**config.mk**
```make
export PLATFORM = sky130hd
export DESIGN_NAME = fb_write_ctrl
export DESIGN_NICKNAME = d
export VERILOG_FILES = /design/src/rtl/fb_write_ctrl.sv
export SDC_FILE = /design/constraint.sdc
export NUM_CORES = 1
export LEC_CHECK = 0
export CORE_ASPECT_RATIO = 1.5
export CORE_MARGIN = 5
export CORE_UTILIZATION = 35
export CTS_CLUSTER_SIZE = 28
export DETAILED_ROUTE_END_ITERATION = 7
export RECOVER_POWER = 50
export SKIP_CTS_REPAIR_TIMING = 1
export SYNTH_ARGS = -nofsm -noshare
export SYNTH_HDL_FRONTEND = slang
export SYNTH_SLANG_ARGS = --single-unit
```
**constraint.sdc**
```tcl
create_clock -name clk -period 9.6 [get_ports clk]
set_input_delay 1.44 -clock clk [delete_from_list [all_inputs] [get_ports clk]]
set_output_delay 1.44 -clock clk [all_outputs]
set_load 0.05 [all_outputs]
```
**src/rtl/fb_write_ctrl.sv**
```systemverilog
// Write-side stage for the VGA frame RAM: accepts word writes, range-checks and queues them,
// and commits them only while blank_b is low. Define FB_WRITE_CTRL_STATS_EN to add drop_cnt/wr_cnt.
module fb_write_ctrl #(
    parameter logic [31:0] BASE_ADDR = 32'd10000,
    parameter logic [31:0] FB_WORDS  = 32'd19200,
    parameter int          RAM_AW    = 15,
    parameter int          DW        = 32,
    parameter int          DEPTH     = 8
) (
    input  logic                   clk,
    input  logic                   rst,
    input  logic                   en,
    input  logic                   req_valid,
    output logic                   req_ready,
    input  logic [31:0]            req_addr,
    input  logic [DW-1:0]          req_data,
    input  logic                   blank_b,
    output logic                   ram_we,
    output logic [RAM_AW-1:0]      ram_addr,
    output logic [DW-1:0]          ram_wdata,
    output logic [$clog2(DEPTH):0] fifo_level,
    output logic                   busy
`ifdef FB_WRITE_CTRL_STATS_EN
    ,
    output logic [15:0]            drop_cnt,
    output logic [31:0]            wr_cnt
`endif
);
    localparam int PW = $clog2(DEPTH);
    localparam int LW = PW + 1;
    localparam int EW = RAM_AW + DW;
    localparam logic [LW-1:0] FULL_LEVEL = LW'(DEPTH);

    typedef enum logic [1:0] {IDLE, WAIT_BLANK, DRAIN} state_t;

    state_t            state_reg;
    logic [PW-1:0]     wr_ptr_reg;
    logic [PW-1:0]     rd_ptr_reg;
    logic [LW-1:0]     level_reg;
    logic [LW-1:0]     level_next;
    logic [EW-1:0]     mem [DEPTH];
    logic              ram_we_reg;
    logic [RAM_AW-1:0] ram_addr_reg;
    logic [DW-1:0]     ram_wdata_reg;

    logic [31:0] off;
    logic        in_range;
    logic        accept;
    logic        push;
    logic        pop;

    assign off       = req_addr - BASE_ADDR;
    assign in_range  = (req_addr >= BASE_ADDR) && (off < FB_WORDS);
    assign req_ready = en && !rst && (level_reg < FULL_LEVEL);
    assign accept    = req_valid && req_ready;
    // Out-of-range requests complete the handshake but never occupy a slot.
    assign push      = accept && in_range;
    // The WAIT_BLANK->DRAIN edge already pops, giving the two-cycle accept-to-drain latency.
    assign pop       = (state_reg != IDLE) && (level_reg != '0) && !blank_b && en;

    always_comb begin
        level_next = level_reg;
        if (push && !pop) begin
            level_next = level_reg + 1'b1;
        end else if (pop && !push) begin
            level_next = level_reg - 1'b1;
        end
    end

    always_ff @(posedge clk) begin
        if (push) begin
            mem[wr_ptr_reg] <= {off[RAM_AW-1:0], req_data};
        end
    end

    always_ff @(posedge clk) begin
        if (rst) begin
            state_reg     <= IDLE;
            wr_ptr_reg    <= '0;
            rd_ptr_reg    <= '0;
            level_reg     <= '0;
            ram_we_reg    <= 1'b0;
            ram_addr_reg  <= '0;
            ram_wdata_reg <= '0;
        end else begin
            level_reg  <= level_next;
            ram_we_reg <= pop;
            if (push) begin
                wr_ptr_reg <= wr_ptr_reg + 1'b1;
            end
            if (pop) begin
                rd_ptr_reg                      <= rd_ptr_reg + 1'b1;
                {ram_addr_reg, ram_wdata_reg}   <= mem[rd_ptr_reg];
            end
            case (state_reg)
                IDLE: begin
                    if ((level_reg != '0) && en) begin
                        state_reg <= WAIT_BLANK;
                    end
                end
                WAIT_BLANK: begin
                    if (pop) begin
                        state_reg <= DRAIN;
                    end
                end
                DRAIN: begin
                    if (level_next == '0) begin
                        state_reg <= IDLE;
                    end else if (blank_b || !en) begin
                        state_reg <= WAIT_BLANK;
                    end
                end
                default: state_reg <= IDLE;
            endcase
        end
    end

    assign ram_we     = ram_we_reg;
    assign ram_addr   = ram_addr_reg;
    assign ram_wdata  = ram_wdata_reg;
    assign fifo_level = level_reg;
    assign busy       = (level_reg != '0) || (state_reg != IDLE);

`ifdef FB_WRITE_CTRL_STATS_EN
    logic [15:0] drop_cnt_reg;
    logic [31:0] wr_cnt_reg;

    // Both counters saturate rather than wrap.
    always_ff @(posedge clk) begin
        if (rst) begin
            drop_cnt_reg <= '0;
            wr_cnt_reg   <= '0;
        end else begin
            if (accept && !in_range && (drop_cnt_reg != '1)) begin
                drop_cnt_reg <= drop_cnt_reg + 16'd1;
            end
            if (ram_we_reg && (wr_cnt_reg != '1)) begin
                wr_cnt_reg <= wr_cnt_reg + 32'd1;
            end
        end
    end

    assign drop_cnt = drop_cnt_reg;
    assign wr_cnt   = wr_cnt_reg;
`endif

endmodule
```
==> results of run 1 <==
-- synthesized netlist by cell type, types with 2 or more instances --
cell / number / share of area
edfxtp_1: 376 / 0.67
mux4_2: 94 / 0.13
nor2_1: 79 / 0.018
dfxtp_1: 60 / 0.071
mux2i_1: 51 / 0.030
a211oi_1: 49 / 0.022
clkbuf_1: 32 / 0.0071
buf_1: 15 / 0.0033
nand2_1: 15 / 0.0033
inv_1: 10 / 0.0022
nor3_1: 10 / 0.0030
a21oi_1: 9 / 0.0027
xnor2_1: 9 / 0.0047
nand2b_1: 8 / 0.0030
nand3_1: 6 / 0.0018
o21ai_0: 6 / 0.0018
or4_1: 6 / 0.0027
ha_1: 5 / 0.0037
nand4_1: 4 / 0.0015
o21a_1: 4 / 0.0018
xor2_1: 4 / 0.0021
and3_1: 3 / 0.0011
buf_2: 3 / 0.00089
nor4_1: 3 / 0.0011
o31ai_1: 3 / 0.0013
and4_1: 2 / 0.0010
nor3b_1: 2 / 0.00089
o22ai_1: 2 / 0.00074
or3_1: 2 / 0.00074
or3b_2: 2 / 0.0010
-- worst paths after layout --
path                                    from                          to  slack (ns)  depth (start not counted)
setup / recovery                 req_addr[4]        mem[3][31]$_DFFE_PP_        3.30                         13
hold / removal    wr_ptr_reg[0]$_SDFFE_PP0P_  wr_ptr_reg[0]$_SDFFE_PP0P_        0.49                          2
setup reg to reg    fifo_level[1]$_SDFF_PP0_   state_reg[1]$_SDFFE_PP0P_        4.34                         10
hold reg to reg   wr_ptr_reg[0]$_SDFFE_PP0P_  wr_ptr_reg[0]$_SDFFE_PP0P_        0.49                          2
-- power breakdown --
part,internal (uW),leakage [uW],switching (uW)
sequential,2060,0.00386,0.0000537
clock,935,0.000667,681
combinational,29.9,0.00165,50.0
total,3020,0.00618,731
-- layer usage --
metal,wire [um],GRT usage,up-vias,part of all wire
met2,18800,0.245,186,0.54
met3,1480,0.0226,49,0.043
li1,-,-,3889,-
met5,13,0,-,0.00038
met4,726,0.0369,2,0.021
met1,13600,0.155,4292,0.39
-- logic make-up (layout without fill, tap and decap cells) --
family,after synthesis,in the layout,share of synthesized area
xor gates and xnor gates,13,13,0.00674
DFF,436,436,0.739
other,0,1,0
AOI/OAI and AO/OA,87,87,0.0393
adders and majority gates,5,5,0.00370
muxes,145,145,0.155
and+or+nand+nor,148,148,0.0419
buffers and inverters,60,221,0.0136
-- metrics by stage --
stage / util / std cells
after floorplan: - / 894
after global placement: 0.395 / 1577
after detailed placement: 0.395 / 1577
after CTS: 0.423 / 1655
after global routing: 0.423 / 1655
final: 0.423 / 1656
-- cell usage in the layout, fill, tap and decap left out, types with 4 or more instances in the layout --
| master | Yosys | routed |
|---|---|---|
| a211oi_1 | 49 | 49 |
| a21oi_1 | 9 | 9 |
| buf_4 | 0 | 11 |
| clkbuf_1 | 32 | 14 |
| clkbuf_16 | 0 | 45 |
| clkbuf_8 | 0 | 6 |
| clkdlybuf4s50_1 | 0 | 32 |
| clkinv_2 | 0 | 7 |
| dfxtp_1 | 60 | 57 |
| dlygate4sd3_1 | 0 | 89 |
| edfxtp_1 | 376 | 376 |
| ha_1 | 5 | 5 |
| inv_1 | 10 | 10 |
| mux2i_1 | 51 | 51 |
| mux4_2 | 94 | 94 |
| nand2_1 | 15 | 15 |
| nand2b_1 | 8 | 8 |
| nand3_1 | 6 | 6 |
| nand4_1 | 4 | 4 |
| nor2_1 | 79 | 73 |
| nor2_4 | 0 | 6 |
| nor3_1 | 10 | 8 |
| o21a_1 | 4 | 4 |
| o21ai_0 | 6 | 6 |
| or4_1 | 6 | 6 |
| xnor2_1 | 9 | 9 |
| xor2_1 | 4 | 4 |
-- area by class of cell --
cell class | count | share of cell area
well taps | 600 | 0.0372
diodes | 1 | 0.000124
clock inverters | 14 | 0.00521
multi-input cells | 398 | 0.209
repair buffers | 133 | 0.0643
clock buffers | 64 | 0.0623
flip-flops and latches | 436 | 0.620
inverters | 10 | 0.00186
-- worst max-delay path: stages --
cell and delay (ns):
dlygate4sd3_1 0.59, inv_1 0.23, ha_1 0.28, nor3b_1 0.82, o21ai_0 0.36, or3_1 0.47
a21oi_1 0.14, a21oi_1 0.05, or4_1 0.50, a21oi_1 0.18, nand2_1 0.24, nor2_4 0.66
buf_4 0.50
==> reports/qor.csv, run 1 <==
metric,value,unit
DPL Wire Length,20300,um
num rows,98,
final setup fails,0,
vias in the first global route,9240,
global-route wire length before repair,53900,um
RSZ-0062 raised after global routing,no,
number of remaining DRC errors,0,
core area,47700,um^2
area grow syn2layout,19.4,%
share of layout cells above drive strength 1,0.176,
"Seq/Total Area, Yosys",0.739,
CP endpoint kind,register,
Total Power,3750,uW
Post-synth EDFFs,376,
Die Y,279,um
drt total wl,34600,um
post-synthesis register bit count,436,
largest net degree at the start of global routing,100,
Syn Inst Count,894,
mean area per synthesized cell,18.9,um^2
Max VDD drop,0.116,mV
Setup CP Type,input pin to register,
"worst slack, placed",3.21,ns
failing checks,"max-capacitance violations, max-slew violations",
syn_nets,968,
top_reg_cell synth,edfxtp_1,
asr flop ratio synth,0,
CTS sink count,436,
Vias,8418,
pwr dens,186,nW/um^2
crit path DAT,6.49,ns
WHS,0.491,ns
Slew headroom,-1.89,
Leak Pwr,0.00618,uW
"Design Area, Final",20200,um^2
Final Cycle Share,0.656,
setup TNS,0,ns
Yosys cell types,50,
Top Ports,123,
synth warn,0,
Largest register FFs,376,
fmax,159,MHz
"Cell Area, Synth",16900,um^2
Root Buffer Master,clkbuf_16,
die area,52900,um^2
Worst Max-Slew Pin Slew,4.34,ns
"Data required, critical path",9.79,ns
Die X,189,um
antenna violations before repair,4,
"Slew Viols, Final",100,
area of the multi-input gates,4230,um^2
final hold vios,0,
CTS H-tree lvls,2,
Initial Util,0.354,
max_cap viols,1,
CTS Buffer Depth,3,
Initial DRT Pass Iterations,5,
fillcell total,4158,
outcome,finished with violations,
Port-buffer cells,122,
CP max FO,27,
Critical Path Start Type,input pin,
Tightest Hold Check Type,register to register,
post-route setup slack,3.30,ns
Via density,5.08,
Final min period,6.30,ns
grt ovf,0,
CTS tree,done,
ANT nets after route,0,
DR iter-0 viols,533,
Placement Cell Area,18800,um^2
Reg area,12500,um^2
GRT Total Usage,0.131,
post-layout net count,1095,
"Clk Latency, worst-skew pair",0.54,ns
WL per Instance,20.9,um
Num CTS Buffers,42,
"Clk pin slew, worst setup/hold paths",0.06,ns
GPL Wtd Cong,0.814,
Final Skew,0.00907,ns
(Power assumes the default switching activity.)
==> run 2: changes to the inputs <==
Clock period 9.6 ns to 5.1 ns, I/O delays scaled along.
==> run 2 against run 1 <==
Compared with the run above: the flow still finishes with violations (max-capacitance violations, max-slew violations); critical path depth stayed put; largest cell class unchanged; hold slack improved by 0.0020 ns; non-clock buffer count is 17 higher; combinational power up 94%; sequential share of layout area shrank 1.2 points.
==> reports/qor.csv, run 2 (synthesis results as in run 1) <==
metric,value,unit,change
CP peak stage delay,0.60,ns,-0.22 ns
Sw Share,0.191,,-0.00339
Initial Util,0.354,,unchanged
CP dominant cell by count,a21oi_1,,
most frequent cells in the layout,"376 x edfxtp_1, 94 x mux4_2, 89 x dlygate4sd3_1",,
share of layout cells above drive strength 1,0.188,,+0.0115
Power Internal,5940,uW,+97%
vias in the first global route,9250,,+0.11%
Final Util,0.431,,+0.00826
num rows,98,,unchanged
Initial DRT Pass Iterations,4,,-1
pwr dens,357,nW/um^2,+92%
Setup CP Type,input pin to register,,
drt total wl,35800,um,+3.6%
failing checks,"max-capacitance violations, max-slew violations",,
Max VDD drop,0.201,mV,+74%
NetSw,1410,uW,+92%
Non-Filler Instances,1670,,+0.85%
crit path DAT,4.73,ns,-1.76 ns
area grow syn2layout,21.8,%,
Die X,189,um,unchanged
final setup fails,0,,unchanged
CTS sink count,436,,unchanged
"commonest non-fill, non-tap cell in the layout",edfxtp_1,,
max_cap viols,1,,unchanged
"Critical Path, Cell by Cell",dlygate4sd3_1 > inv_1 > ha_1 > nor3b_1 > o21ai_0 > or3_1 > a21oi_1 > a21oi_1 > or4_1 > a21oi_1 > nand2_1 > nor2_4 > buf_12,,
CTS Buffer Depth,3,,unchanged
CTS H-tree lvls,2,,unchanged
CTS tree,done,,
Final min period,4.49,ns,
Port-buffer cells,122,,unchanged
global-route wire length before repair,55900,um,+3.7%
Root Buffer Master,clkbuf_16,,
RSZ-0062 raised after global routing,no,,
antenna cells,0,,-1
CP max stage cell,dlygate4sd3_1,,
Slew headroom,-0.177,,+1.72
Final Cycle Share,0.881,,
ANT nets after route,0,,unchanged
Num CTS Buffers,41,,-2.4%
Clock Power Share,0.451,,+0.021
Critical Path Start Type,input pin,,
CP endpoint kind,register,,
Tightest Hold Check Type,register to register,,
die area,52900,um^2,unchanged
DR iter-0 viols,524,,-1.7%
largest net degree at the start of global routing,62,,-38%
"Data required, critical path",5.34,ns,-4.45 ns
CP max FO,24,,-11%
"Clk Latency, worst-skew pair",0.54,ns,about the same
placed cell count,1594,,+1.1%
core area,47700,um^2,unchanged
number of remaining DRC errors,0,,unchanged
sequential power share,0.527,,-0.021
outcome,finished with violations,,
Vias,8462,,+0.52%
GRT Total Usage,0.136,,+0.00511
Final Skew,0.0186,ns,+0.00953 ns
Largest register FFs,376,,unchanged
"Clk pin slew, worst setup/hold paths",0.06,ns,about the same
worst-case reg-to-reg path depth,4,,-6
Worst Max-Slew Pin Slew,1.77,ns,-2.57 ns
post-layout net count,1111,,+1.5%
final hold vios,0,,unchanged
antenna violations before repair,3,,-1
Comb pwr share,0.021,,about the same
Leak Pwr,0.00634,uW,+2.6%
DPL Wire Length,22400,um,+10%
"Slew Viols, Final",49,,-51%
Top Ports,123,,unchanged
Via density,5.07,,-0.32%
grt ovf,0,,unchanged
fmax,223,MHz,
Die Y,279,um,unchanged
GPL Wtd Cong,0.787,,-3.4%
fillcell total,4091,,-1.6%
WL per Instance,21.5,um,+2.7%
Hold Crit Depth,2,,unchanged
[run 2: changes by cell type in the layout (fill, tap and decap cells not counted), moves of 3 or more]
cell	change
bufinv_16	+7
clkbuf_1	-5
clkinv_1	+6
buf_12	+12
clkinv_2	-3
[run 2: worst paths after layout]
path                              startpoint                          to  slack (ns)
setup / recovery                 req_addr[4]        mem[7][21]$_DFFE_PP_        0.61
hold / removal     ram_wdata[6]$_SDFFE_PP0P_   ram_wdata[6]$_SDFFE_PP0P_        0.49
setup reg to reg  rd_ptr_reg[0]$_SDFFE_PP0P_  ram_wdata[25]$_SDFFE_PP0P_        1.29
hold reg to reg    ram_wdata[6]$_SDFFE_PP0P_   ram_wdata[6]$_SDFFE_PP0P_        0.49
[run 2: worst max-delay path: cells and delay by family]
kind | cells | cell delay, ns
buffers and inverters | 3 | 1.07
AO/OA/AOI/OAI | 4 | 0.66
AND/OR/NAND/NOR | 5 | 1.94
adder cells (fa/ha/maj) | 1 | 0.27
[run 2: area by class of cell]
type,instances,area (um^2),area share
clock buffers,52,1150,0.0559
clock inverters,24,328,0.0159
inverters,10,37.5,0.00182
multi-input cells,398,4240,0.206
flip-flops and latches,436,12500,0.608
well taps,600,751,0.0365
repair buffers,150,1560,0.0760
[run 2: layer usage]
metal / up-vias / wire (um) / GRT usage
met5: - / 7 / 0
met4: 2 / 792 / 0.0390
met3: 50 / 1290 / 0.0224
met2: 174 / 19500 / 0.251
met1: 4317 / 14200 / 0.164
li1: 3919 / - / -
[run 2: per-stage QoR]
stage	worst slack (ns)	hold WS (ns)	instance area, um^2	TNS (ns)	power, uW
after CTS	0.825	0.499	20600	0	7440
after detailed placement	0.250	0.490	19100	0	4120
after floorplan	-0.558	0.462	16900	-165.37	4000
after global placement	0.309	0.490	19100	0	4110
after global routing	0.264	0.516	20600	0	7590
final	0.607	0.493	20600	0	7350
[run 2: power groups by stage]
stage | sequential [uW] | clock (uW) | combinational (uW)
2_1_floorplan | 3950 | 0 | 49.0
3_3_place_gp | 3950 | 0 | 159
3_5_place_dp | 3950 | 0 | 164
4_1_cts | 3870 | 3400 | 164
5_1_grt | 3870 | 3550 | 169
6_report | 3870 | 3320 | 155
==> run 3: changes to the inputs <==
Settings changed: CORE_MARGIN 5 to 4.
Clock period 5.1 ns to 5.02 ns, I/O delays scaled along.
==> run 3 against run 2 <==
Compared with the run above: the flow still finishes with violations (max-capacitance violations, max-slew violations); core utilization shrank 0.41 points; cell count up 0.12%; clock skew down 0.00097 ns; die area fell by 1.8%; hold slack better by 0.0019 ns; wire length shrank 0.52%; sequential power up 2%; sequential cell count unchanged; count of clock-buffer cells in the layout grew 6; critical endpoint is now mem[1][30]$_DFFE_PP_; non-clock buffer count grew 1; design area is 0.95% lower; setup slack improved by 0.12 ns.
==> reports/qor.csv, run 3 (synthesis results as in run 1) <==
metric,value,unit,change
Die X,187,um,-1.1%
post-route setup slack,0.731,ns,+0.124 ns
largest net degree at the start of global routing,61,,-1.6%
grt ovf,0,,unchanged
Initial Util,0.354,,unchanged
CP endpoint kind,register,,
CTS tree,done,,
Final Util,0.427,,-0.00409
Setup CP Type,input pin to register,,
"worst slack, placed",0.378,ns,+0.128 ns
vias in the first global route,9138,,-1.2%
fillcell total,4088,,-0.073%
GRT Total Usage,0.136,,-0.000769
worst-case reg-to-reg path depth,4,,unchanged
Die Y,277,um,-0.72%
Max VDD drop,0.201,mV,about the same
Root Buffer Master,clkbuf_16,,
"Clk pin slew, worst setup/hold paths",0.06,ns,about the same
drt total wl,35700,um,-0.52%
outcome,finished with violations,,
WL per Instance,21.3,um,-0.64%
CTS H-tree lvls,2,,unchanged
RSZ-0062 raised after global routing,no,,
final setup fails,0,,unchanged
core area,47700,um^2,unchanged
max_cap viols,1,,unchanged
share of layout cells above drive strength 1,0.186,,-0.00204
Top Ports,123,,unchanged
Final Skew,0.0176,ns,-0.000972 ns
Vias,8584,,+1.4%
num rows,98,,unchanged
CP max FO,15,,-38%
placed cell count,1595,,+0.063%
area of the multi-input gates,4240,um^2,unchanged
Slew headroom,-0.852,,-0.675
die area,51900,um^2,-1.8%
global-route wire length before repair,54500,um,-2.4%
antenna violations before repair,3,,unchanged
Via density,5.13,,+1.3%
Largest register FFs,376,,unchanged
Worst Max-Slew Pin Slew,2.77,ns,+1.01 ns
"Clk Latency, worst-skew pair",0.53,ns,about the same
final hold vios,0,,unchanged
Critical Path Start Type,input pin,,
Final Cycle Share,0.854,,
pwr dens,350,nW/um^2,-2.0%
DPL Wire Length,22200,um,-0.75%
failing checks,"max-capacitance violations, max-slew violations",,
number of remaining DRC errors,0,,unchanged
crit path DAT,4.50,ns,-0.23 ns
Port-buffer cells,122,,unchanged
most frequent cells in the layout,"376 x edfxtp_1, 94 x mux4_2, 87 x dlygate4sd3_1",,
area grow syn2layout,20.6,%,
WHS,0.495,ns,+0.00185 ns
GPL Wtd Cong,0.768,,-2.3%
fmax,233,MHz,
Leak Pwr,0.00624,uW,-1.5%
Initial DRT Pass Iterations,4,,unchanged
DR iter-0 viols,517,,-1.3%
"commonest non-fill, non-tap cell in the layout",edfxtp_1,,
"Data required, critical path",5.23,ns,-0.11 ns
Tightest Hold Check Type,register to register,,
Hold Crit Depth,2,,unchanged
CTS Buffer Depth,3,,unchanged
"Slew Viols, Final",53,,+8.2%
ANT nets after route,0,,unchanged
Non-Filler Instances,1672,,+0.12%
Num CTS Buffers,41,,unchanged
post-layout net count,1112,,+0.090%
CTS sink count,436,,unchanged
Reg area,12500,um^2,about the same
Final min period,4.29,ns,
[run 3: changes by cell type in the layout (fill, tap and decap cells not counted), sizes merged]
| cell | delta |
|---|---|
| diode | +1 |
| bufinv | -6 |
| clkdlybuf4s50 | +2 |
| buf | +1 |
| dlygate4sd3 | -2 |
| inv | +2 |
| clkbuf | +6 |
| clkinv | -5 |
| clkinvlp | +3 |
[run 3: report_power, final]
group          switching, uW  leakage, uW  internal (uW)  total, uW
registers           0.000106      0.00386           3940       3940
logic                    101      0.00174           58.2        159
clock network           1300     0.000640           1740       3040
[run 3: per-layer routing]
metal	GRT usage	share of wire
met4	0.0399	0.021
met3	0.0232	0.039
met1	0.162	0.40
met2	0.251	0.54
met5	0	0.00036
[run 3: per-stage QoR]
step | instance area [um^2] | power (uW) | setup TNS (ns)
after CTS | 20400 | 7230 | 0
after detailed placement | 19100 | 4180 | 0
after global routing | 20400 | 7370 | 0
after floorplan | 16900 | 4070 | -187.74
final | 20400 | 7130 | 0
after global placement | 19100 | 4180 | 0
[run 3: worst paths after layout]
kind,slack [ns],startpoint,to
worst max-delay path,0.73,req_addr[4],mem[1][30]$_DFFE_PP_
worst min-delay path,0.49,ram_addr[10]$_SDFFE_PP0P_,ram_addr[10]$_SDFFE_PP0P_
worst max register to register,0.97,rd_ptr_reg[1]$_SDFFE_PP0P_,ram_addr[4]$_SDFFE_PP0P_
worst min register to register,0.49,ram_addr[10]$_SDFFE_PP0P_,ram_addr[10]$_SDFFE_PP0P_
[run 3: final cells by class]
type,count,area share
Inverter,10,0.00184
Sequential cell,436,0.613
Tap cell,600,0.0368
Timing Repair Buffer,151,0.0747
Clock buffer,58,0.0571
Clock inverter,18,0.00780
Antenna cell,1,0.000123
Multi-Input combinational cell,398,0.208
[run 3: worst max-delay path, cell delays in order]
cell and delay (ns):
dlygate4sd3_1 0.59, inv_1 0.10, ha_1 0.21, nor3b_1 0.31
o21ai_0 0.25, or3_1 0.45, a21oi_1 0.14, a21oi_1 0.05
or4_1 0.50, a21oi_1 0.17, nand2_1 0.25, nor3_4 0.38
buf_4 0.33
